File: src/rtl/instr_fetch_unit.sv
// ---------------------------------------------------------------------------
// instr_fetch_unit
//
// Fetch stage of the single-issue LEGv8 core. Owns the PC, runs a
// request/acknowledge handshake with a variable-latency instruction memory
// and holds the fetched word in the IF register (instr, pc, valid) that
// feeds decode.
//
// Memory handshake: o_imem_req is a level that stays high until the cycle
// i_imem_ack pulses. o_imem_addr is stable for the whole transaction.
// Exactly one ack is owed per request, even if the request has been made
// stale by a redirect. A stale transaction's data is dropped on arrival.
//
// Ports:
//   i_clk            rising-edge clock
//   i_rst            asynchronous, active-high reset
//   o_imem_req       fetch request, held until i_imem_ack
//   o_imem_addr      fetch address, stable while o_imem_req=1
//   i_imem_ack       single-cycle pulse: i_imem_rdata valid, transaction done
//   i_imem_rdata     fetched instruction word
//   i_stall          decode cannot consume the IF register this cycle
//   i_branch_taken   single-cycle redirect pulse
//   i_branch_target  redirect address, bits [1:0] forced to zero
//   o_if_valid       IF register holds a valid instruction
//   o_if_instr       IF register instruction
//   o_if_pc          address of o_if_instr
//   o_dbg_state      current FSM state (0 = REQ, 1 = FULL)
//   o_dbg_discard    outstanding transaction will be dropped on ack
// ---------------------------------------------------------------------------
module instr_fetch_unit #(
   parameter int                 ADDR_W   = 64,
   parameter int                 INSTR_W  = 32,
   parameter logic [ADDR_W-1:0]  RESET_PC = '0
) (
   input  logic               i_clk,
   input  logic               i_rst,
   output logic               o_imem_req,
   output logic [ADDR_W-1:0]  o_imem_addr,
   input  logic               i_imem_ack,
   input  logic [INSTR_W-1:0] i_imem_rdata,
   input  logic               i_stall,
   input  logic               i_branch_taken,
   input  logic [ADDR_W-1:0]  i_branch_target,
   output logic               o_if_valid,
   output logic [INSTR_W-1:0] o_if_instr,
   output logic [ADDR_W-1:0]  o_if_pc,
   output logic               o_dbg_state,
   output logic               o_dbg_discard
);

   typedef enum logic {
      ST_REQ  = 1'b0,
      ST_FULL = 1'b1
   } state_t;

   state_t              r_state, w_state_nxt;
   logic [ADDR_W-1:0]   r_pc, w_pc_nxt;
   logic [ADDR_W-1:0]   r_fetch_addr, w_fetch_addr_nxt;
   logic                r_discard, w_discard_nxt;
   logic                r_if_valid, w_if_valid_nxt;
   logic [INSTR_W-1:0]  r_if_instr, w_if_instr_nxt;
   logic [ADDR_W-1:0]   r_if_pc, w_if_pc_nxt;
   logic [ADDR_W-1:0]   w_target;

   assign w_target = i_branch_target & ~ADDR_W'(3);

   always_ff @(posedge i_clk or posedge i_rst) begin
      if (i_rst) begin
         r_state      <= ST_REQ;
         r_pc         <= RESET_PC;
         r_fetch_addr <= RESET_PC;
         r_discard    <= 1'b0;
         r_if_valid   <= 1'b0;
         r_if_instr   <= '0;
         r_if_pc      <= '0;
      end else begin
         r_state      <= w_state_nxt;
         r_pc         <= w_pc_nxt;
         r_fetch_addr <= w_fetch_addr_nxt;
         r_discard    <= w_discard_nxt;
         r_if_valid   <= w_if_valid_nxt;
         r_if_instr   <= w_if_instr_nxt;
         r_if_pc      <= w_if_pc_nxt;
      end
   end

   always_comb begin
      w_state_nxt      = r_state;
      w_pc_nxt         = r_pc;
      w_fetch_addr_nxt = r_fetch_addr;
      w_discard_nxt    = r_discard;
      w_if_valid_nxt   = r_if_valid;
      w_if_instr_nxt   = r_if_instr;
      w_if_pc_nxt      = r_if_pc;

      if (i_branch_taken) begin
         // Redirect wins over stall and ack in every state.
         w_pc_nxt       = w_target;
         w_if_valid_nxt = 1'b0;
         if (r_state == ST_FULL) begin
            w_fetch_addr_nxt = w_target;
            w_state_nxt      = ST_REQ;
         end else if (i_imem_ack) begin
            // The owed ack is here: drop its data and start the target
            // fetch next cycle with nothing left to discard.
            w_fetch_addr_nxt = w_target;
            w_discard_nxt    = 1'b0;
         end else begin
            // Old transaction still in flight: keep its address stable and
            // remember to throw its data away.
            w_discard_nxt = 1'b1;
         end
      end else if (r_state == ST_REQ) begin
         if (i_imem_ack) begin
            if (r_discard) begin
               // Stale ack: re-request at the redirected PC.
               w_discard_nxt    = 1'b0;
               w_fetch_addr_nxt = r_pc;
            end else begin
               w_if_instr_nxt = i_imem_rdata;
               w_if_pc_nxt    = r_fetch_addr;
               w_if_valid_nxt = 1'b1;
               w_pc_nxt       = r_fetch_addr + ADDR_W'(4);
               w_state_nxt    = ST_FULL;
            end
         end
      end else begin
         if (!i_stall) begin
            w_if_valid_nxt   = 1'b0;
            w_fetch_addr_nxt = r_pc;
            w_state_nxt      = ST_REQ;
         end
      end
   end

   assign o_imem_req    = (r_state == ST_REQ);
   assign o_imem_addr   = r_fetch_addr;
   assign o_if_valid    = r_if_valid;
   assign o_if_instr    = r_if_instr;
   assign o_if_pc       = r_if_pc;
   assign o_dbg_state   = r_state;
   assign o_dbg_discard = r_discard;

endmodule
File: config.mk
export PLATFORM = sky130hd
export DESIGN_NAME = instr_fetch_unit
export DESIGN_NICKNAME = d
export VERILOG_FILES = /design/src/rtl/instr_fetch_unit.sv
export SDC_FILE = /design/constraint.sdc
export NUM_CORES = 1
export LEC_CHECK = 0
export ABC_CLOCK_PERIOD_IN_PS = 7290
export BUFFER_PORTS_ARGS = -buffer_cell sky130_fd_sc_hd__buf_2
export CAP_MARGIN = 40
export CELL_PAD_IN_SITES_DETAIL_PLACEMENT = 2
export CELL_PAD_IN_SITES_GLOBAL_PLACEMENT = 2
export CORE_MARGIN = 4
export CORE_UTILIZATION = 25
export CTS_BUF_LIST = sky130_fd_sc_hd__clkbuf_8
export CTS_CLUSTER_SIZE = 30
export DETAILED_ROUTE_END_ITERATION = 10
export GPL_TIMING_DRIVEN = 0
export PLACE_DENSITY = 0.77
export REMOVE_ABC_BUFFERS = 1
export SETUP_SLACK_MARGIN = 0.3
export SYNTH_ARGS = -nofsm -noshare
export SYNTH_HDL_FRONTEND = slang
export SYNTH_SLANG_ARGS = --single-unit
File: constraint.sdc
create_clock -name i_clk -period 7.29 [get_ports i_clk]
set_input_delay 1.458 -clock i_clk [delete_from_list [all_inputs] [get_ports i_clk]]
set_output_delay 1.458 -clock i_clk [all_outputs]
set_load 0.01 [all_outputs]
# Yosys cells after proc, flatten, opt, wreduce, memory -nomap -nowiden
# Index checks and enable logic that the tools add are counted.
dict set report word_totals {
  out_inout_bits 164
  in_bits 101
  regBits 227
}
dict set report classes {
  eq_ne 4
  n_bitwise 3
  n_addsub 1
  mux 26
  n_reduce_logical 9
}
# cell n
set op_table {}
lappend op_table {{64-bit two-way mux} 11}
lappend op_table {{64-bit by 3-bit adder with 64-bit output (second input constant)} 1}
lappend op_table {{1-bit two-way mux} 15}
lappend op_table {{3-bit AND reduction} 3}
lappend op_table {{3-bit != test (second input constant)} 2}
lappend op_table {{3-bit nonzero test} 2}
lappend op_table {{2-bit != test (second input constant)} 2}
lappend op_table {{4-bit AND reduction} 1}
lappend op_table {{2-bit nonzero test} 2}
lappend op_table {{1-bit inverter} 3}
lappend op_table {{2-bit AND reduction} 1}

# Longest topological paths before layout
# Gate-level depths: netlist of the first run.
dict set report logic_depth {
  ltp_word 5
  ltp_mapped 9
}

# Least setup slack after synthesis of the first run
# Ideal clock, no wire load.
dict set report synth_timing {
  kind {input to register}
  start {input i_branch_taken}
  end {register r_fetch_addr[39], in the netlist o_imem_addr[39]}
  t_required_ns 7.153
  arrival_time_ns 2.682
  setup_ns 0.137
  slack_ns 4.471
  cell_stages 5
  path_cell_list {clkbuf_1 > clkbuf_1 > clkbuf_1 > mux2i_1 > a21oi_1}
}
dict set report synth_between {
  elab_chain_cells 2
}
# element line
set synth_rtl {}
lappend synth_rtl {{start: declaration} 42} ;# input logic i_branch_taken,
lappend synth_rtl {{3-bit != test (no line) / 3-bit nonzero test (equally long branches)} --}
lappend synth_rtl {{3-bit AND reduction (no line)} --}
lappend synth_rtl {{end signal: assignment} 79} ;# r_fetch_addr <= w_fetch_addr_nxt;
lappend synth_rtl {{end: declaration} 58} ;# logic [ADDR_W-1:0] r_fetch_addr, w_fetch_addr_nxt;
# Parallel ways exist; a longest one is shown, timed or not.
# A chain may end at the register's enable or synchronous reset.

# Final worst setup path of the first run
dict set report layout_timing {
  start {register r_fetch_addr[9], in the netlist o_imem_addr[9]}
  end {register r_pc[62]}
}
dict set report layout_between {
  elab_chain_cells 5
}
# element line
set layout_rtl {}
lappend layout_rtl {{64-bit by 3-bit adder with 64-bit output} 123} ;# w_pc_nxt = r_fetch_addr + ADDR_W'(4);
lappend layout_rtl {{64-bit two-way mux} 115} ;# if (r_discard) begin
lappend layout_rtl {{64-bit two-way mux} 114} ;# if (i_imem_ack) begin
lappend layout_rtl {{64-bit two-way mux} 113} ;# end else if (r_state == ST_REQ) begin
lappend layout_rtl {{64-bit two-way mux} 96} ;# if (i_branch_taken) begin
lappend layout_rtl {{end signal: assignment} 78} ;# r_pc <= w_pc_nxt;
lappend layout_rtl {{end: declaration} 57} ;# logic [ADDR_W-1:0] r_pc, w_pc_nxt;
# No other way between the ends. The select of a mux whose other input is x is not followed.

==> results of run 1 <==
power breakdown:
| part | leakage, nW | switching (mW) | total, mW | internal [mW] |
|---|---|---|---|---|
| Sequential | 2.73 | 0.292 | 1.84 | 1.55 |
| Clock | 0.481 | 0.577 | 1.20 | 0.622 |
| Combinational | 3.19 | 0.627 | 1.05 | 0.425 |
flip-flops by register name, indices dropped and copies added, names as in the netlist:
signal	flops
o_if_instr	32
o_if_pc	64
o_dbg_discard	1
o_dbg_state	1
o_if_valid	1
o_imem_addr	64
r_pc	64
area by class of cell:
cell class                 count  area, µm²
timing repair buffer         276       1600
clock buffer                  50        688
clock inverter                25        108
fill                        4735      28600
sequential                   227       5680
inverter                      12       52.6
tap                          539        674
antenna                        1       2.50
multi-input combinational    860       4580
path summary, 6_finish.rpt:
path,startpoint,cells past startpoint,to
max in group asynchronous,i_rst,3,o_if_pc[35]$_DFFE_PP0P_
worst max-delay path,o_imem_addr[9]$_DFFE_PP0P_,7,r_pc[62]$_DFFE_PP0P_
worst min register to register,o_if_pc[3]$_DFFE_PP0P_,2,o_if_pc[3]$_DFFE_PP0P_
worst max register to register,o_imem_addr[9]$_DFFE_PP0P_,7,r_pc[62]$_DFFE_PP0P_
min in group asynchronous,i_rst,2,o_if_pc[56]$_DFFE_PP0P_
worst min-delay path,o_if_pc[3]$_DFFE_PP0P_,2,o_if_pc[3]$_DFFE_PP0P_
worst register-to-register path, stage by stage, from the launching register on:
cell and delay [ps]:
dfrtp_1 570, and4_1 340, and3_1 420, nand4_1 700
buf_6 420, nor3_1 330, mux2i_1 230, o21ai_0 90
cell families (layout without fill, tap and decap cells):
logic type / Yosys count / in the layout
AO/OA/AOI/OAI: 195 / 195
XOR/XNOR: 45 / 45
flip-flops: 227 / 227
multiplexers: 43 / 43
other: 0 / 1
AND/OR/NAND/NOR: 576 / 576
adder cells (fa/ha/maj): 1 / 1
buffers and inverters: 92 / 363
per-stage QoR:
stage / hold WS [ps] / setup TNS (ps) / util (%)
after global placement: 453 / -1114790 / 29.2
after CTS: 472 / 0 / 31.9
after floorplan: 465 / -87970 / -
after global routing: 497 / 0 / 31.9
after detailed placement: 459 / 0 / 30.0
final: 466 / 0 / 31.9
cells in the mapped netlist, types with 2 or more instances:
master / count
a311oi_1: 2
inv_1: 12
and2_1: 2
nand2_1: 336
clkbuf_1: 69
nor4_4: 2
or3_1: 6
o21a_1: 2
nor3b_1: 2
a22oi_1: 23
o221ai_1: 4
o31ai_1: 6
a21o_1: 2
dfrtp_1: 227
and3_1: 7
mux2i_1: 43
nand3b_1: 2
o31a_1: 4
buf_1: 6
xnor2_1: 31
o21ai_0: 62
nor2_1: 87
a21oi_1: 49
buf_2: 3
nand4_1: 19
nand2b_1: 36
or2_2: 2
nor4_1: 16
a31oi_1: 35
xor2_1: 14
and4_1: 9
nor3_1: 23
nand3_1: 24
routing by layer:
layer / track usage, % / up-vias / part of all wire (%)
li1: - / 4479 / -
met1: 20.3 / 4912 / 42
met2: 29.2 / 238 / 49
met3: 4.70 / 53 / 6.3
met4: 3.62 / 6 / 1.7
met5: 0 / - / 0.091
==> out/qor.yml, run 1 <==
setup_path:
  worstPathCellList: "and4_1 -> and3_1 -> nand4_1 -> buf_6 -> nor3_1 -> mux2i_1 -> o21ai_0"
  cp_slowest_stage_delay_ps: 700
  critPathBufInv: 1
  startpoint_type: "flip-flop"
  worst_setup_path_end_kind: "flip-flop"
  slowest_stage: "nand4_1"
  crit_fanout: 11
  critPathTopFamily: "simple AND/OR/NAND/NOR gates"
  critPathArrivalTime_ps: 3680
  crit_required_ps: 7730
  r2r_setup_slack_ps: 4050
  critical_path_class: "flip-flop to flip-flop"
detailed_routing:
  postRouteAntennaNets: 0
  drc: 0
  wire_per_inst_um: 19.3
  vias_per_cell: 4.87
  vias: 9688
  postRouteWirelength_um: 38400
  firstDrtPassIters: 4
  drt_iter0_markers: 466
finish:
  drive_above_1_share_pct: 23.9
  finalInstanceArea_um2: 13400
  nNetsFinal: 1523
  syn_to_final_growth_pct: 26.4
  layout_common_cells: "335 x nand2_1, 263 x buf_2, 227 x dfrtp_1"
  final_cell_count_no_fill: 1990
  layout.cells.most_common: "nand2_1"
sta:
  worst_slew_pin_slew_ps: 830
  maxSlewHeadroom_pct: 44.5
  period_needed_ps: 3240
  final.setup.worst_slack_ps: 4050
  rsz0062_at_grt: "false"
  period_share_pct: 44.5
  setup_viol: 0
  fin_skew_ps: 24.6
  hold_violations: 0
  max_freq_mhz: 308
  finalMaxSlewViolations: 0
logic_synthesis:
  synth-edff-count: 0
  synth-xor-area-share_pct: 3.72
  synth_area_um2: 10600
  synth_top_family_by_area: "simple AND/OR/NAND/NOR gates"
  synthArstFlopShare_pct: 100
  synth-simple-area-share_pct: 24.1
  synthCells: 1179
  yosys.area.top_type: "dfrtp_1"
  synthMuxAreaShare_pct: 4.06
  synth_fa_ha_area_share_pct: 0.118
  synth_compound_area_share_pct: 10.9
  synth_ff_type: "dfrtp_1"
  synth_top_area_share_pct: 53.6
  ys_seq_area_share_pct: 53.6
  synth.avg_cell_area_um2: 8.98
  ys_warn_count: 0
  synth_cell_types: 45
  netlist_top_cells_area: "dfrtp_1 54%, nand2_1 12%, mux2i_1 4.1%"
  ys_ff_latch: 227
outcome:
  status: "completed"
place:
  place_area_um2: 12600
  port_buffers: 262
  dp_hpwl_um: 26100
  pre_cts_slack_ps: 3630
  numPlacedInstances: 1914
  gp_congestion: 0.710
clocking:
  cts_setup_buffers: 0
  clk_latency_ps: 590
  clock_sinks: 227
  clk_path_buf_depth: 3
  cts_resized: 0
  numCtsBuffers: 44
  htreeDepth: 2
  cts_tree: "built"
  hold_buffers: 0
  clk_pin_slew_ps: 60
  clockRootBuffer: "clkbuf_8"
die:
  core_area_um2: 41900
  start_util_pct: 25.2
  io_pins: 265
  die_y_um: 214
  dieArea_um2: 45700
  die_x_um: 214
  core.rowCount: 75
power_and_ir_drop:
  vdd_drop_max_mv: 0.129
  total_power_mw: 4.09
  power_leakage_nw: 6.40
  p_per_area_nw_per_um2: 306
min_path:
  min_path_type: "flip-flop to flip-flop"
global_routing:
  grt_util_all_layers_pct: 16.6
  grt_pass1_wl_um: 60700
  antenna_found_initial: 5
  overflow: 0
  grt_max_degree: 97
  grt_pass1_vias: 10800
run:
  maxCapViolations: 0
Note: power is estimated with default switching activity, not from simulation.
==> inputs of run 2 (changes only) <==
- ABC_CLOCK_PERIOD_IN_PS: 7290 -> 3000
- PLACE_DENSITY: 0.77 -> 0.74
- clock period: 7.29 -> 3 ns (I/O delays scaled with it)
==> run 2 against run 1 <==
  * Final cell count barely moved
  * Flip-flop and latch count did not move
  * Global-route usage fell by 0.17 points
  * Critical path depth rose by 1
  * Wire length fell by 1.2%
  * Non-clock buffer count rose by 8
  * First-iteration DRC count fell by 17%
  * Highest routed layer unchanged
==> out/qor.yml, run 2 (synthesis results as in run 1) <==
clocking:
  clk_path_buf_depth: 3  # unchanged
  numCtsBuffers: 45  # was 44
  clk_pin_slew_ps: 60  # about the same
  cts_tree: "built"  # unchanged
  clockRootBuffer: "clkbuf_8"  # unchanged
  clock_sinks: 227  # unchanged
  htreeDepth: 2  # unchanged
  clk_latency_ps: 600  # was 590 ps
place:
  dp_hpwl_um: 26300  # was 26100 µm
  numPlacedInstances: 1916  # was 1914
  port_buffers: 262  # unchanged
  gp_congestion: 0.711  # was 0.710
  place_area_um2: 12700  # was 12600 µm²
sta:
  worst_slew_pin_slew_ps: 842  # was 830 ps
  hold_violations: 0  # unchanged
  maxSlewHeadroom_pct: 43.7  # was 44.5%
  setup_viol: 0  # unchanged
  max_freq_mhz: 394  # was 308 MHz
  period_needed_ps: 2540  # was 3240 ps
  rsz0062_at_grt: "true"  # was false
  period_share_pct: 84.5  # was 44.5%
  fin_skew_ps: 27.3  # was 24.6 ps
  finalMaxSlewViolations: 0  # unchanged
die:
  dieArea_um2: 45700  # unchanged
  core_area_um2: 41900  # unchanged
  die_y_um: 214  # unchanged
  start_util_pct: 25.2  # unchanged
  core.rowCount: 75  # unchanged
  die_x_um: 214  # unchanged
  io_pins: 265  # unchanged
min_path:
  min_path_type: "input pin to flip-flop"  # was flip-flop to flip-flop
finish:
  final_cell_count_no_fill: 1991  # was 1990
  fin_util_pct: 32.4  # was 31.9%
  nFillCells: 4774  # was 4735
  layout.cells.most_common: "nand2_1"  # unchanged
  finalInstanceArea_um2: 13600  # was 13400 µm²
  drive_above_1_share_pct: 25.3  # was 23.9%
  syn_to_final_growth_pct: 28.5  # was 26.4%
  layout_common_cells: "335 x nand2_1, 262 x buf_2, 224 x dfrtp_1"  # was 335 x nand2_1, 263 x buf_2, 227 x dfrtp_1
  nNetsFinal: 1532  # was 1523
global_routing:
  grt_util_all_layers_pct: 16.4  # was 16.6%
  grt_pass1_vias: 10800  # about the same
  grt_pass1_wl_um: 59900  # was 60700 µm
  grt_max_degree: 111  # was 97
  overflow: 0  # unchanged
  antenna_found_initial: 7  # was 5
run:
  maxCapViolations: 0  # unchanged
detailed_routing:
  drt_iter0_markers: 386  # was 466
  postRouteWirelength_um: 37900  # was 38400 µm
  firstDrtPassIters: 4  # unchanged
  postRouteAntennaNets: 0  # unchanged
  vias_per_cell: 4.86  # was 4.87
  drc: 0  # unchanged
  vias: 9669  # was 9688
  wire_per_inst_um: 19.0  # was 19.3 µm
setup_path:
  crit_fanout: 11  # unchanged
  critPathTopFamily: "simple AND/OR/NAND/NOR gates"  # unchanged
  startpoint_type: "flip-flop"  # unchanged
  worst_setup_path_end_kind: "flip-flop"  # unchanged
  critPathBufInv: 2  # was 1
  critPathArrivalTime_ps: 3000  # was 3680 ps
  cp_slowest_stage_delay_ps: 570  # was 700 ps
  slowest_stage: "dfrtp_1"  # was nand4_1
  critical_path_class: "flip-flop to flip-flop"  # unchanged
  crit_required_ps: 3460  # was 7730 ps
  worstPathCellList: "and4_1 -> and3_2 -> nand4_1 -> buf_4 -> buf_6 -> nor3_1 -> mux2i_1 -> o21ai_0"  # was and4_1 -> and3_1 -> nand4_1 -> buf_6 -> nor3_1 -> mux2i_1 -> o21ai_0
outcome:
  status: "completed"  # unchanged
power_and_ir_drop:
  power_leakage_nw: 6.44  # was 6.40 nW
  vdd_drop_max_mv: 0.344  # was 0.129 mV
  p_per_area_nw_per_um2: 746  # was 306 nW/µm²
  total_power_mw: 10.1  # was 4.09 mW
==> run 2: cell count changes in the layout (fill, tap and decap cells not counted), moves of 2 or more <==
cell      previous run  this run
buf_16               6         9
buf_4                0         4
clkbuf_8            50        57
clkinv_2             4         1
dfrtp_1            227       224
dfrtp_2              0         3
diode_2              1         3
inv_1               30        17
==> run 2: what timing repair did <==
action / in CTS / in global routing
buffers inserted: 5 / 0
resized for setup: 3 / 7
pin swaps: 2 / 0
hold endpoints to repair: 23 / 0
setup endpoints to repair: 51 / 20
hold buffers: 1 / 0
==> run 2: worst min-delay path, cell delays in order <==
cell     delay (ps)
buf_2            80
nand2_1          40
nand2_1          50
==> run 2: per-layer routing <==
| layer | up-vias | GRT usage, % | share of wire (%) |
|---|---|---|---|
| met5 | - | 0 | 0.18 |
| met4 | 10 | 4.57 | 1.8 |
| met3 | 57 | 4.05 | 5.6 |
| met2 | 217 | 28.7 | 49 |
| met1 | 4897 | 20.2 | 43 |
| li1 | 4488 | - | - |
==> run 2: final timing paths <==
check | depth (start not counted) | from | endpoint | slack, ps
max in group asynchronous | 4 | i_rst | o_if_pc[17]$_DFFE_PP0P_ | 1480
worst min-delay path | 3 | i_imem_rdata[1] | o_if_instr[1]$_DFFE_PP0P_ | 200
worst max register to register | 8 | o_imem_addr[9]$_DFFE_PP0P_ | r_pc[62]$_DFFE_PP0P_ | 460
min in group asynchronous | 3 | i_rst | o_if_pc[50]$_DFFE_PP0P_ | 570
worst min register to register | 2 | o_if_pc[2]$_DFFE_PP0P_ | o_if_pc[2]$_DFFE_PP0P_ | 470
worst max-delay path | 8 | o_imem_addr[9]$_DFFE_PP0P_ | r_pc[62]$_DFFE_PP0P_ | 460
==> run 2: per-stage QoR <==
step / setup TNS, ps / setup slack, ps / hold WS [ps]
2_1_floorplan: -1029380 / -3820 / 465
3_3_place_gp: -2611390 / -7280 / 453
3_5_place_dp: -2460 / -403 / 461
4_1_cts: 0 / 302 / 137
5_1_grt: 0 / 277 / 175
6_report: 0 / 465 / 205
==> run 2: area by class of cell <==
class,count,area (µm²),area share [%]
Inverter,12,52.6,0.386
Timing Repair Buffer,284,1730,12.7
Sequential cell,227,5680,41.8
Tap cell,539,674,4.96
Antenna cell,3,7.51,0.0552
Clock buffer,57,785,5.76
Multi-Input combinational cell,860,4610,33.9
Clock inverter,9,65.1,0.478
==> run 2: power breakdown <==
| group | internal [mW] | switching, mW |
|---|---|---|
| clock | 1.75 | 1.36 |
| combinational | 1.05 | 1.51 |
| sequential | 3.77 | 0.701 |
==> inputs of run 3 (changes only) <==
- ABC_CLOCK_PERIOD_IN_PS: 3000 -> 2050
- PLACE_DENSITY: 0.74 -> 0.77
- clock period: 3 -> 2.05 ns (I/O delays scaled with it)
==> run 3 against run 2 <==
  * The flow now finishes with violations (negative setup slack)
  * Critical path depth increased by 2
  * Sequential power increased by 45%
  * Via count up 15%
  * Non-clock buffer count grew 205
  * Largest cell class unchanged
  * Global-route usage grew 2.6 points
  * Total power grew 68%
==> out/qor.yml, run 3 (synthesis results as in run 1) <==
clocking:
  htreeDepth: 2  # unchanged
  clk_latency_ps: 610  # was 600 ps
  numCtsBuffers: 44  # was 45
  clockRootBuffer: "clkbuf_8"  # unchanged
  clk_pin_slew_ps: 60  # about the same
  clock_sinks: 227  # unchanged
  clk_path_buf_depth: 3  # unchanged
  cts_tree: "built"  # unchanged
sta:
  fin_skew_ps: 40.5  # was 27.3 ps
  period_needed_ps: 2220  # was 2540 ps
  final.setup.worst_slack_ps: -173  # was 465 ps
  max_freq_mhz: 450  # was 394 MHz
  rsz0062_at_grt: "true"  # unchanged
  maxSlewHeadroom_pct: 54.9  # was 43.7%
  setup_viol: 17  # was 0
  period_share_pct: 108  # was 84.5%
  finalMaxSlewViolations: 0  # unchanged
  whs_ps: 57.5  # was 205 ps
  worst_slew_pin_slew_ps: 676  # was 842 ps
  hold_violations: 0  # unchanged
global_routing:
  gr-usage-met3_pct: 4.83  # was 4.05%
  overflow: 0  # unchanged
  grt_pass1_wl_um: 68500  # was 59900 µm
  grt_util_all_layers_pct: 19.0  # was 16.4%
  use_met1_pct: 22.9  # was 20.2%
  antenna_found_initial: 5  # was 7
  grt_max_degree: 97  # was 111
  busiest_layer: "met2"  # unchanged
  use_met2_pct: 34.1  # was 28.7%
  grt_pass1_vias: 11800  # was 10800
place:
  dp_hpwl_um: 26100  # was 26300 µm
  numPlacedInstances: 1914  # was 1916
  gp_congestion: 0.710  # was 0.711
  port_buffers: 262  # unchanged
min_path:
  min_path_type: "input pin to flip-flop"  # unchanged
  min_to: "r_pc[3]$_DFFE_PP0P_"  # was o_if_instr[1]$_DFFE_PP0P_
  whs_path_depth: 3  # unchanged
  hold_start: "i_branch_target[3]"  # was i_imem_rdata[1]
power_and_ir_drop:
  p_seq_share_pct: 37.9  # was 44.0%
  power_leakage_nw: 8.00  # was 6.44 nW
  intPower_mw: 10.5  # was 6.57 mW
  p_sw_share_pct: 38.5  # was 35.2%
  vdd_drop_max_mv: 0.535  # was 0.344 mV
  switching_power_mw: 6.58  # was 3.57 mW
  p_per_area_nw_per_um2: 1020  # was 746 nW/µm²
  pwr-share-comb_pct: 36.4  # was 25.3%
  p_clk_share_pct: 25.7  # was 30.7%
die:
  die_y_um: 214  # unchanged
  dieArea_um2: 45700  # unchanged
  io_pins: 265  # unchanged
  die_x_um: 214  # unchanged
  core.rowCount: 75  # unchanged
  core_area_um2: 41900  # unchanged
  start_util_pct: 25.2  # unchanged
setup_path:
  worst-r2r-cell-count: 10  # was 8
  r2r_setup_slack_ps: -170  # was 460 ps
  startpoint_type: "flip-flop"  # unchanged
  crit_required_ps: 2510  # was 3460 ps
  critPathBufInv: 4  # was 2
  cp_slowest_stage_delay_ps: 420  # was 570 ps
  critical_path_class: "flip-flop to flip-flop"  # unchanged
  critPathArrivalTime_ps: 2690  # was 3000 ps
  worst_setup_path_end_kind: "flip-flop"  # unchanged
  slowest_stage: "dfrtp_2"  # was dfrtp_1
  r2r_start: "o_imem_addr[17]$_DFFE_PP0P_"  # was o_imem_addr[9]$_DFFE_PP0P_
  cpMostUsedCell: "buf_6"
  critPathTopFamily: "compound AO/OA/AOI/OAI gates"  # was simple AND/OR/NAND/NOR gates
  worstPathCellList: "nand4_1 -> buf_6 -> nor3_4 -> nand4_1 -> buf_6 -> buf_12 -> buf_6 -> o21ai_0 -> a311oi_2 -> a21o_1"  # was and4_1 -> and3_2 -> nand4_1 -> buf_4 -> buf_6 -> nor3_1 -> mux2i_1 -> o21ai_0
  regToRegEndpoint: "r_pc[36]$_DFFE_PP0P_"  # was r_pc[62]$_DFFE_PP0P_
  crit_fanout: 6  # was 11
outcome:
  status: "complete, but fails checks"  # was completed
  violations: "negative setup slack"
detailed_routing:
  postRouteAntennaNets: 0  # unchanged
  postRouteWirelength_um: 53700  # was 37900 µm
  firstDrtPassIters: 5  # was 4
  drt_iter0_markers: 619  # was 386
  wire_per_inst_um: 24.3  # was 19.0 µm
  vias: 11100  # was 9669
  vias_per_cell: 5.04  # was 4.86
  drc: 0  # unchanged
finish:
  drive_above_1_share_pct: 41.7  # was 25.3%
  nNetsFinal: 1742  # was 1532
  layout_common_cells: "330 x nand2_1, 242 x buf_2, 172 x dfrtp_1"  # was 335 x nand2_1, 262 x buf_2, 224 x dfrtp_1
  syn_to_final_growth_pct: 58.3  # was 28.5%
  final_cell_count_no_fill: 2209  # was 1991
  layout.cells.most_common: "nand2_1"  # unchanged
run:
  maxCapViolations: 0  # unchanged
run 3: worst max-delay path by stage:
stage | end | cells past startpoint | start
floorplan | o_dbg_discard$_DFFE_PP0P_ | 1 | i_rst
global placement | r_pc[2]$_DFFE_PP0P_ | 2 | i_rst
detailed placement | r_pc[62]$_DFFE_PP0P_ | 7 | o_imem_addr[9]$_DFFE_PP0P_
CTS | r_pc[53]$_DFFE_PP0P_ | 6 | o_imem_addr[36]$_DFFE_PP0P_
global route | r_pc[36]$_DFFE_PP0P_ | 10 | o_imem_addr[17]$_DFFE_PP0P_
finish | r_pc[36]$_DFFE_PP0P_ | 10 | o_imem_addr[17]$_DFFE_PP0P_
run 3: layout make-up:
cell class / count / area, µm²
Clock buffer: 50 / 688
Antenna cell: 1 / 2.50
Clock inverter: 25 / 108
Fill cell: 4476 / 25200
Timing Repair Buffer: 489 / 3920
Multi-Input combinational cell: 866 / 5560
Inverter: 12 / 58.8
Tap cell: 539 / 674
Sequential cell: 227 / 5750
run 3: worst min-delay path: stages:
cell and delay, ps:
buf_2 80, nand2_1 60, o21ai_0 70
run 3: metrics by stage:
step	power, mW	setup WS, ps	utilization, %	TNS, ps	area, µm²
global placement	10.2	-7900	29.2	-2908010	12300
floorplan	8.40	-4580	-	-1379080	10300
finish	17.1	-173	40.0	-992	16800
global route	18.1	-210	40.0	-2700	16800
CTS	15.9	-161	36.3	-804	15200
detailed placement	10.4	-1270	30.0	-89360	12600
run 3: repair_timing:
item / 4_1_cts / 5_1_grt
resized for setup: 195 / 179
endpoints found under the hold margin: 98 / 0
pin swaps: 52 / 59
setup endpoints to repair: 217 / 215
cloned: 2 / 12
hold buffers: 36 / 0
buffers inserted: 85 / 84
run 3: routing by layer:
layer / wire, µm / part of all wire, %
met5: 46 / 0.086
met2: 27000 / 50
met3: 2950 / 5.5
met1: 22000 / 41
met4: 1690 / 3.2
run 3: power by group through the flow:
stage	Combinational (mW)	Clock, mW	Sequential (mW)
after floorplan	1.63	0	6.77
after global placement	3.67	0	6.55
after detailed placement	3.81	0	6.62
after CTS	4.95	4.48	6.43
after global routing	6.73	4.74	6.60
final	6.22	4.39	6.48
